$ cat src/rtl/fsm_processor_sender_if.sv
// Processor/link bundle for fsm_processor_sender.
// ACK_proc and timeout_proc exist only when SENDER_ACK_EN is defined.
interface fsm_processor_sender_if #(
    parameter int unsigned DATA_WIDTH = 32,
    parameter int unsigned CNT_WIDTH  = 16
);
    logic                  wrEn_proc;
    logic [DATA_WIDTH-1:0] wrData_proc;
    logic                  full_proc;
    logic                  empty_proc;
    logic                  overflow_proc;
    logic                  busy_proc;
    logic                  SEND_proc;
    logic [DATA_WIDTH-1:0] outputData_proc;
    logic [CNT_WIDTH-1:0]  wordsSent_proc;
`ifdef SENDER_ACK_EN
    logic                  ACK_proc;
    logic                  timeout_proc;

    modport master (
        output wrEn_proc, wrData_proc, ACK_proc,
        input  full_proc, empty_proc, overflow_proc, busy_proc,
               SEND_proc, outputData_proc, wordsSent_proc, timeout_proc
    );
    modport slave (
        input  wrEn_proc, wrData_proc, ACK_proc,
        output full_proc, empty_proc, overflow_proc, busy_proc,
               SEND_proc, outputData_proc, wordsSent_proc, timeout_proc
    );
`else
    modport master (
        output wrEn_proc, wrData_proc,
        input  full_proc, empty_proc, overflow_proc, busy_proc,
               SEND_proc, outputData_proc, wordsSent_proc
    );
    modport slave (
        input  wrEn_proc, wrData_proc,
        output full_proc, empty_proc, overflow_proc, busy_proc,
               SEND_proc, outputData_proc, wordsSent_proc
    );
`endif
endinterface

$ cat src/rtl/fsm_processor_sender.sv
// Processor-side SEND/data link transmitter: FIFO-buffered words, fixed SEND hold window, idle gap.
// Optional handshake mode: define SENDER_ACK_EN (ACK_proc ends a word early, HOLD_CYCLES becomes a timeout).
module fsm_processor_sender #(
    parameter int unsigned DATA_WIDTH  = 32,
    parameter int unsigned DEPTH       = 4,
    parameter int unsigned HOLD_CYCLES = 2,
    parameter int unsigned GAP_CYCLES  = 1,
    parameter int unsigned CNT_WIDTH   = 16
) (
    input logic                   clk_proc,
    input logic                   rst_proc,
    fsm_processor_sender_if.slave bus
);
    localparam int unsigned PTR_W  = (DEPTH > 1) ? $clog2(DEPTH) : 1;
    localparam int unsigned FILL_W = PTR_W + 1;
    localparam int unsigned HOLD_W = (HOLD_CYCLES > 1) ? $clog2(HOLD_CYCLES) : 1;
    localparam int unsigned GAP_W  = (GAP_CYCLES > 1) ? $clog2(GAP_CYCLES) : 1;

    typedef enum logic [1:0] {
        ST_IDLE = 2'd0,
        ST_SEND = 2'd1,
        ST_GAP  = 2'd2
    } state_e;

    state_e                state_q, state_d;
    logic [DATA_WIDTH-1:0] mem_q [DEPTH];
    logic [DATA_WIDTH-1:0] mem_d [DEPTH];
    logic [PTR_W-1:0]      wr_ptr_q, wr_ptr_d;
    logic [PTR_W-1:0]      rd_ptr_q, rd_ptr_d;
    logic [FILL_W-1:0]     fill_q, fill_d;
    logic                  send_q, send_d;
    logic [DATA_WIDTH-1:0] data_q, data_d;
    logic [CNT_WIDTH-1:0]  sent_q, sent_d;
    logic                  ovf_q, ovf_d;
    logic [HOLD_W-1:0]     hold_q, hold_d;
    logic [GAP_W-1:0]      gap_q, gap_d;

    logic full_c;
    logic empty_c;
    logic push_c;
    logic pop_c;
    logic word_done_c;
    logic word_ok_c;

    assign full_c  = (fill_q == FILL_W'(DEPTH));
    assign empty_c = (fill_q == '0);
    // Full is judged on the registered count, so a same-cycle pop never rescues a write.
    assign push_c  = bus.wrEn_proc && !full_c;

`ifdef SENDER_ACK_EN
    logic timeout_q, timeout_d;

    assign word_done_c = bus.ACK_proc || (hold_q == '0);
    assign word_ok_c   = bus.ACK_proc;
    assign bus.timeout_proc = timeout_q;
`else
    assign word_done_c = (hold_q == '0);
    assign word_ok_c   = 1'b1;
`endif

    // FIFO storage and occupancy
    always_comb begin
        mem_d    = mem_q;
        wr_ptr_d = wr_ptr_q + PTR_W'(push_c);
        rd_ptr_d = rd_ptr_q + PTR_W'(pop_c);
        fill_d   = fill_q + FILL_W'(push_c) - FILL_W'(pop_c);
        ovf_d    = ovf_q | (bus.wrEn_proc & full_c);
        if (push_c) begin
            mem_d[wr_ptr_q] = bus.wrData_proc;
        end
    end

    // Transmit FSM: next state and registered link outputs
    always_comb begin
        state_d = state_q;
        send_d  = send_q;
        data_d  = data_q;
        sent_d  = sent_q;
        hold_d  = hold_q;
        gap_d   = gap_q;
        pop_c   = 1'b0;
`ifdef SENDER_ACK_EN
        timeout_d = timeout_q;
`endif
        unique case (state_q)
            ST_IDLE: begin
                send_d = 1'b0;
                if (!empty_c) begin
                    pop_c   = 1'b1;
                    send_d  = 1'b1;
                    data_d  = mem_q[rd_ptr_q];
                    hold_d  = HOLD_W'(HOLD_CYCLES - 1);
                    state_d = ST_SEND;
                end
            end
            ST_SEND: begin
                if (word_done_c) begin
                    if (word_ok_c) begin
                        sent_d = sent_q + CNT_WIDTH'(1);
                    end
`ifdef SENDER_ACK_EN
                    else begin
                        timeout_d = 1'b1;
                    end
`endif
                    if (GAP_CYCLES > 0) begin
                        send_d  = 1'b0;
                        gap_d   = GAP_W'(GAP_CYCLES - 1);
                        state_d = ST_GAP;
                    end else if (!empty_c) begin
                        // Back-to-back: next word goes out with no idle cycle
                        pop_c  = 1'b1;
                        send_d = 1'b1;
                        data_d = mem_q[rd_ptr_q];
                        hold_d = HOLD_W'(HOLD_CYCLES - 1);
                    end else begin
                        send_d  = 1'b0;
                        state_d = ST_IDLE;
                    end
                end else begin
                    hold_d = hold_q - HOLD_W'(1);
                end
            end
            ST_GAP: begin
                send_d = 1'b0;
                if (gap_q != '0) begin
                    gap_d = gap_q - GAP_W'(1);
                end else begin
                    state_d = ST_IDLE;
                end
            end
            default: begin
                send_d  = 1'b0;
                state_d = ST_IDLE;
            end
        endcase
    end

    always_ff @(posedge clk_proc) begin
        if (rst_proc) begin
            state_q  <= ST_IDLE;
            wr_ptr_q <= '0;
            rd_ptr_q <= '0;
            fill_q   <= '0;
            send_q   <= 1'b0;
            data_q   <= '0;
            sent_q   <= '0;
            ovf_q    <= 1'b0;
            hold_q   <= '0;
            gap_q    <= '0;
`ifdef SENDER_ACK_EN
            timeout_q <= 1'b0;
`endif
        end else begin
            state_q  <= state_d;
            wr_ptr_q <= wr_ptr_d;
            rd_ptr_q <= rd_ptr_d;
            fill_q   <= fill_d;
            send_q   <= send_d;
            data_q   <= data_d;
            sent_q   <= sent_d;
            ovf_q    <= ovf_d;
            hold_q   <= hold_d;
            gap_q    <= gap_d;
`ifdef SENDER_ACK_EN
            timeout_q <= timeout_d;
`endif
        end
    end

    // Storage array needs no reset; occupancy is tracked by the pointers and fill count
    always_ff @(posedge clk_proc) begin
        mem_q <= mem_d;
    end

    assign bus.full_proc       = full_c;
    assign bus.empty_proc      = empty_c;
    assign bus.overflow_proc   = ovf_q;
    assign bus.busy_proc       = (state_q != ST_IDLE) || !empty_c;
    assign bus.SEND_proc       = send_q;
    assign bus.outputData_proc = data_q;
    assign bus.wordsSent_proc  = sent_q;

endmodule
$ cat src/flat_wrapper.sv
// flat-port wrapper written by rule: the top's interface ports become plain ports
module fsm_processor_sender_flat 
#(
    parameter int unsigned DATA_WIDTH  = 32,
    parameter int unsigned DEPTH       = 4,
    parameter int unsigned HOLD_CYCLES = 2,
    parameter int unsigned GAP_CYCLES  = 1,
    parameter int unsigned CNT_WIDTH   = 16
)
  (clk_proc, rst_proc, bus_wrEn_proc, bus_wrData_proc, bus_full_proc, bus_empty_proc, bus_overflow_proc, bus_busy_proc, bus_SEND_proc, bus_outputData_proc, bus_wordsSent_proc);
  fsm_processor_sender_if #(.DATA_WIDTH(DATA_WIDTH), .CNT_WIDTH(CNT_WIDTH)) bus_i ();
  input logic clk_proc;
  input logic rst_proc;
  input wire logic [$bits(bus_i.wrEn_proc)-1:0] bus_wrEn_proc;
  input wire logic [$bits(bus_i.wrData_proc)-1:0] bus_wrData_proc;
  output wire logic [$bits(bus_i.full_proc)-1:0] bus_full_proc;
  output wire logic [$bits(bus_i.empty_proc)-1:0] bus_empty_proc;
  output wire logic [$bits(bus_i.overflow_proc)-1:0] bus_overflow_proc;
  output wire logic [$bits(bus_i.busy_proc)-1:0] bus_busy_proc;
  output wire logic [$bits(bus_i.SEND_proc)-1:0] bus_SEND_proc;
  output wire logic [$bits(bus_i.outputData_proc)-1:0] bus_outputData_proc;
  output wire logic [$bits(bus_i.wordsSent_proc)-1:0] bus_wordsSent_proc;
  assign bus_i.wrEn_proc = bus_wrEn_proc;
  assign bus_i.wrData_proc = bus_wrData_proc;
  assign bus_full_proc = bus_i.full_proc;
  assign bus_empty_proc = bus_i.empty_proc;
  assign bus_overflow_proc = bus_i.overflow_proc;
  assign bus_busy_proc = bus_i.busy_proc;
  assign bus_SEND_proc = bus_i.SEND_proc;
  assign bus_outputData_proc = bus_i.outputData_proc;
  assign bus_wordsSent_proc = bus_i.wordsSent_proc;
  fsm_processor_sender #(.DATA_WIDTH(DATA_WIDTH), .DEPTH(DEPTH), .HOLD_CYCLES(HOLD_CYCLES), .GAP_CYCLES(GAP_CYCLES), .CNT_WIDTH(CNT_WIDTH)) u_core (.clk_proc(clk_proc), .rst_proc(rst_proc), .bus(bus_i));
endmodule
$ cat config.mk
export PLATFORM = sky130hd
export DESIGN_NAME = fsm_processor_sender_flat
export DESIGN_NICKNAME = d
export VERILOG_FILES = /design/src/rtl/fsm_processor_sender_if.sv /design/src/rtl/fsm_processor_sender.sv /design/src/flat_wrapper.sv
export SDC_FILE = /design/constraint.sdc
export NUM_CORES = 1
export LEC_CHECK = 0
export BUFFER_PORTS_ARGS = -buffer_cell sky130_fd_sc_hd__clkbuf_2
export CORE_MARGIN = 5
export CORE_UTILIZATION = 45
export CTS_BUF_LIST = sky130_fd_sc_hd__clkbuf_16
export DETAILED_ROUTE_END_ITERATION = 10
export PLACE_DENSITY = 0.66
export SKIP_LAST_GASP = 1
export SLEW_MARGIN = 25
export SYNTH_ARGS = -nofsm -noshare
export SYNTH_HDL_FRONTEND = slang
export SYNTH_SLANG_ARGS = --single-unit
$ cat constraint.sdc
create_clock -name clk_proc -period 6 [get_ports clk_proc]
set_clock_uncertainty 0.15 [all_clocks]
set_input_delay 1.5 -clock clk_proc [delete_from_list [all_inputs] [get_ports clk_proc]]
set_output_delay 1.5 -clock clk_proc [all_outputs]
set_load 0.02 [all_outputs]
==> results.yml <==
logic_synthesis:
  largest_area_contributor_in_the_synthesized_netlist: "edfxtp_1"
  synth_common_cells: "edfxtp_1, nand2_1, dfxtp_1"
  post_synth_instance_area_um2: 6920
  postSynthRegisterBits: 188
  netlist.area_leader.share_pct: 55.6
  synth.avg_cell_area_um2: 15.4
  yosysUniqueCellTypes: 30
  synth_most_common_cell: "edfxtp_1"
  synth-seq-area-share_pct: 73.0
  synth_enable_flop_cells: 128
  synth_ff_type: "edfxtp_1"
  asyncSetResetFlopFracSynth_pct: 0
  synth_area_leaders: "edfxtp_1, dfxtp_1, mux4_2, nand2_1, a21oi_1"
  synth.net_count: 488
  ys_warn_count: 0
  syn-instance-count: 449
critical_path:
  worstSetupEndpointType: "primary output"
  worst-setup-path-type: "reg -> out"
  critical-path-max-stage-delay_ps: 580
  worst_ep_arrival_time_ps: 1670
  timing.critical_path.fanout_max: 7
  timing.critical_path.required_ps: 4350
  worst_path_dominant_cell_family: "simple AND/OR/NAND/NOR gates"
  critPathLaunchType: "flop"
  worstPathBufferInverterCount: 1
  critPathSlowestCell: "nor3_1"
  cp_cell_sequence: "nor3_1 -> clkbuf_2"
placed_design:
  detailedPlacementHpwl_mm: 7.67
  number_of_port_buffers: 87
  dp.cells: 703
  gp_congestion: 0.730
power_and_ir_drop:
  leakagePower_nw: 2.86
  vdd.ir_drop.worst_uv: 304
  power.density_nw_per_um2: 472
drt:
  drt-vias-per-instance: 5.27
  total_detailed_routing_wirelength_mm: 12.9
  firstDrtPassIters: 4
  drcViolationCount: 0
  ant_nets: 0
  detail_route.wl_per_cell_um: 17.6
  vias: 3880
  detail_route.iter0.violations: 213
timing:
  maxClockFrequency_mhz: 301
  timing_max_transition_violations_final: 0
  hold_viol: 0
  rsz0062_at_grt: "no"
  report.final.setup_viol: 0
  period_share_pct: 55.3
  slew_headroom_pct: 39.1
  min_period_ps: 3320
  worstMarginPinSlew_ps: 914
  setup-tns-final_ps: 0
grt:
  gr_overflow_total: 0
  grt_pass1_vias: 3961
  grt_antenna_before_repair: 0
  groute.usage.overall_pct: 15.4
  largest_net_degree_at_the_start_of_global_routing: 61
  global_route_wire_length_before_repair_mm: 20.9
die:
  floorplan.io_pins: 88
  number_of_rows_created_at_floorplan: 45
  die_y_um: 134
  fp.dieW_um: 134
  die_area_um2: 17900
  initial_core_utilization_pct: 45.7
  core_um2: 15100
clocking:
  max_root_sink_buffers: 2
  resize_count_post_cts: 0
  tritoncts: "built"
  root_buffer: "clkbuf_16"
  htree_levels: 4
  cts_setup_buffers: 0
  holdBufCountCts: 0
  clk_latency_ps: 430
  clk_transition_reported_paths_ps: 70
  tritoncts.num_buffers: 17
  cts_sinks: 188
final_layout:
  fin_nets: 574
  layout-drive-gt1-share_pct: 29.7
  antenna_cells_inserted: 0
  final_cell_count_no_fill: 736
  area_delta_synth_final_pct: 17.7
worst_hold_path:
  min-delay-path-class: "reg -> reg"
run_status:
  status: "finished, final reports clean"
flow_run:
  max-cap-violations: 0
registers in the layout, indices dropped and copies added (netlist names):
register                    cells
u_core.hold_q                   1
u_core.rd_ptr_q                 2
u_core.bus.outputData_proc     32
u_core.wr_ptr_q                 2
u_core.bus.SEND_proc            1
u_core.fill_q                   3
u_core.state_q                  2
u_core.bus.overflow_proc        1
u_core.bus.wordsSent_proc      16
u_core.mem_q                  128
cells by family (layout without fill, tap and decap cells):
| group | count (synthesis) | after routing | synth area share (%) |
|---|---|---|---|
| flops | 188 | 188 | 73.0 |
| simple gates | 135 | 135 | 8.74 |
| mux | 32 | 32 | 10.4 |
| xor+xnor | 16 | 16 | 2.03 |
| compound gates | 46 | 46 | 3.40 |
| fa+ha+maj | 4 | 4 | 0.832 |
| buf+inv | 28 | 127 | 1.63 |
layout make-up:
cell class | count | area, um2
clock buffer | 17 | 425
clock inverter | 15 | 150
fill | 1225 | 7000
inverter | 3 | 11.3
multi-input combinational | 233 | 1780
sequential | 188 | 5050
tap | 188 | 235
timing repair buffer | 92 | 493
stage by stage:
step | worst slack [ps] | power [mW] | instance area [um2] | utilization (%) | hold WS [ps]
global placement | 2580 | 2.78 | 7540 | 49.8 | 293
finish | 2680 | 3.84 | 8140 | 53.8 | 307
detailed placement | 2530 | 2.80 | 7540 | 49.8 | 300
CTS | 2660 | 3.89 | 8120 | 53.6 | 310
global route | 2560 | 4.06 | 8140 | 53.8 | 325
floorplan | 1190 | 2.48 | 6920 | - | 353
cells in the final DEF (no fill, tap or decap), types with 2 or more instances in the layout:
cell,instances
nor2b_1,4
clkinv_4,3
clkinv_2,2
clkbuf_16,17
or3_1,3
inv_1,4
nand3_1,4
buf_4,4
xnor2_1,10
edfxtp_1,128
clkinv_1,2
nor4_1,3
clkbuf_2,87
o21ai_0,5
nor3b_1,2
ha_1,3
nor2_1,23
dfxtp_2,2
nor3_1,7
nand4_1,5
a21oi_1,39
nand2_1,73
clkinvlp_4,3
xor2_1,6
mux4_2,32
dfxtp_1,58
bufinv_16,2
routing by layer:
| metal | wire length [um] | up-vias | GRT usage (%) |
|---|---|---|---|
| li1 | - | 1843 | - |
| met1 | 5690 | 1919 | 19.6 |
| met2 | 6390 | 102 | 25.2 |
| met3 | 670 | 16 | 4.58 |
| met4 | 172 | 0 | 5.31 |
| met5 | 0 | - | 0 |
where the power goes:
part	switching, mW	internal (mW)	total [mW]
logic	0.615	0.390	1.01
registers	0.135	1.61	1.75
clock network	0.474	0.612	1.09
total	1.22	2.62	3.84
worst paths after layout:
kind,slack [ps],depth (start not counted),from,to
worst min-delay path,310,2,u_core.bus.outputData_proc[20],u_core.bus.outputData_proc[20]
worst min register to register,310,2,u_core.bus.outputData_proc[20],u_core.bus.outputData_proc[20]
worst max-delay path,2680,2,u_core.fill_q[1],bus_empty_proc
worst max register to register,2980,9,u_core.fill_q[1],u_core.fill_q[2]
tightest hold or removal path, delay by kind of cell (launching register included):
family	cells	cell delay (ps)
compound gates	1	50
flops	1	310
simple gates	1	50
No activity file was read; power rests on OpenSTA's default activity.
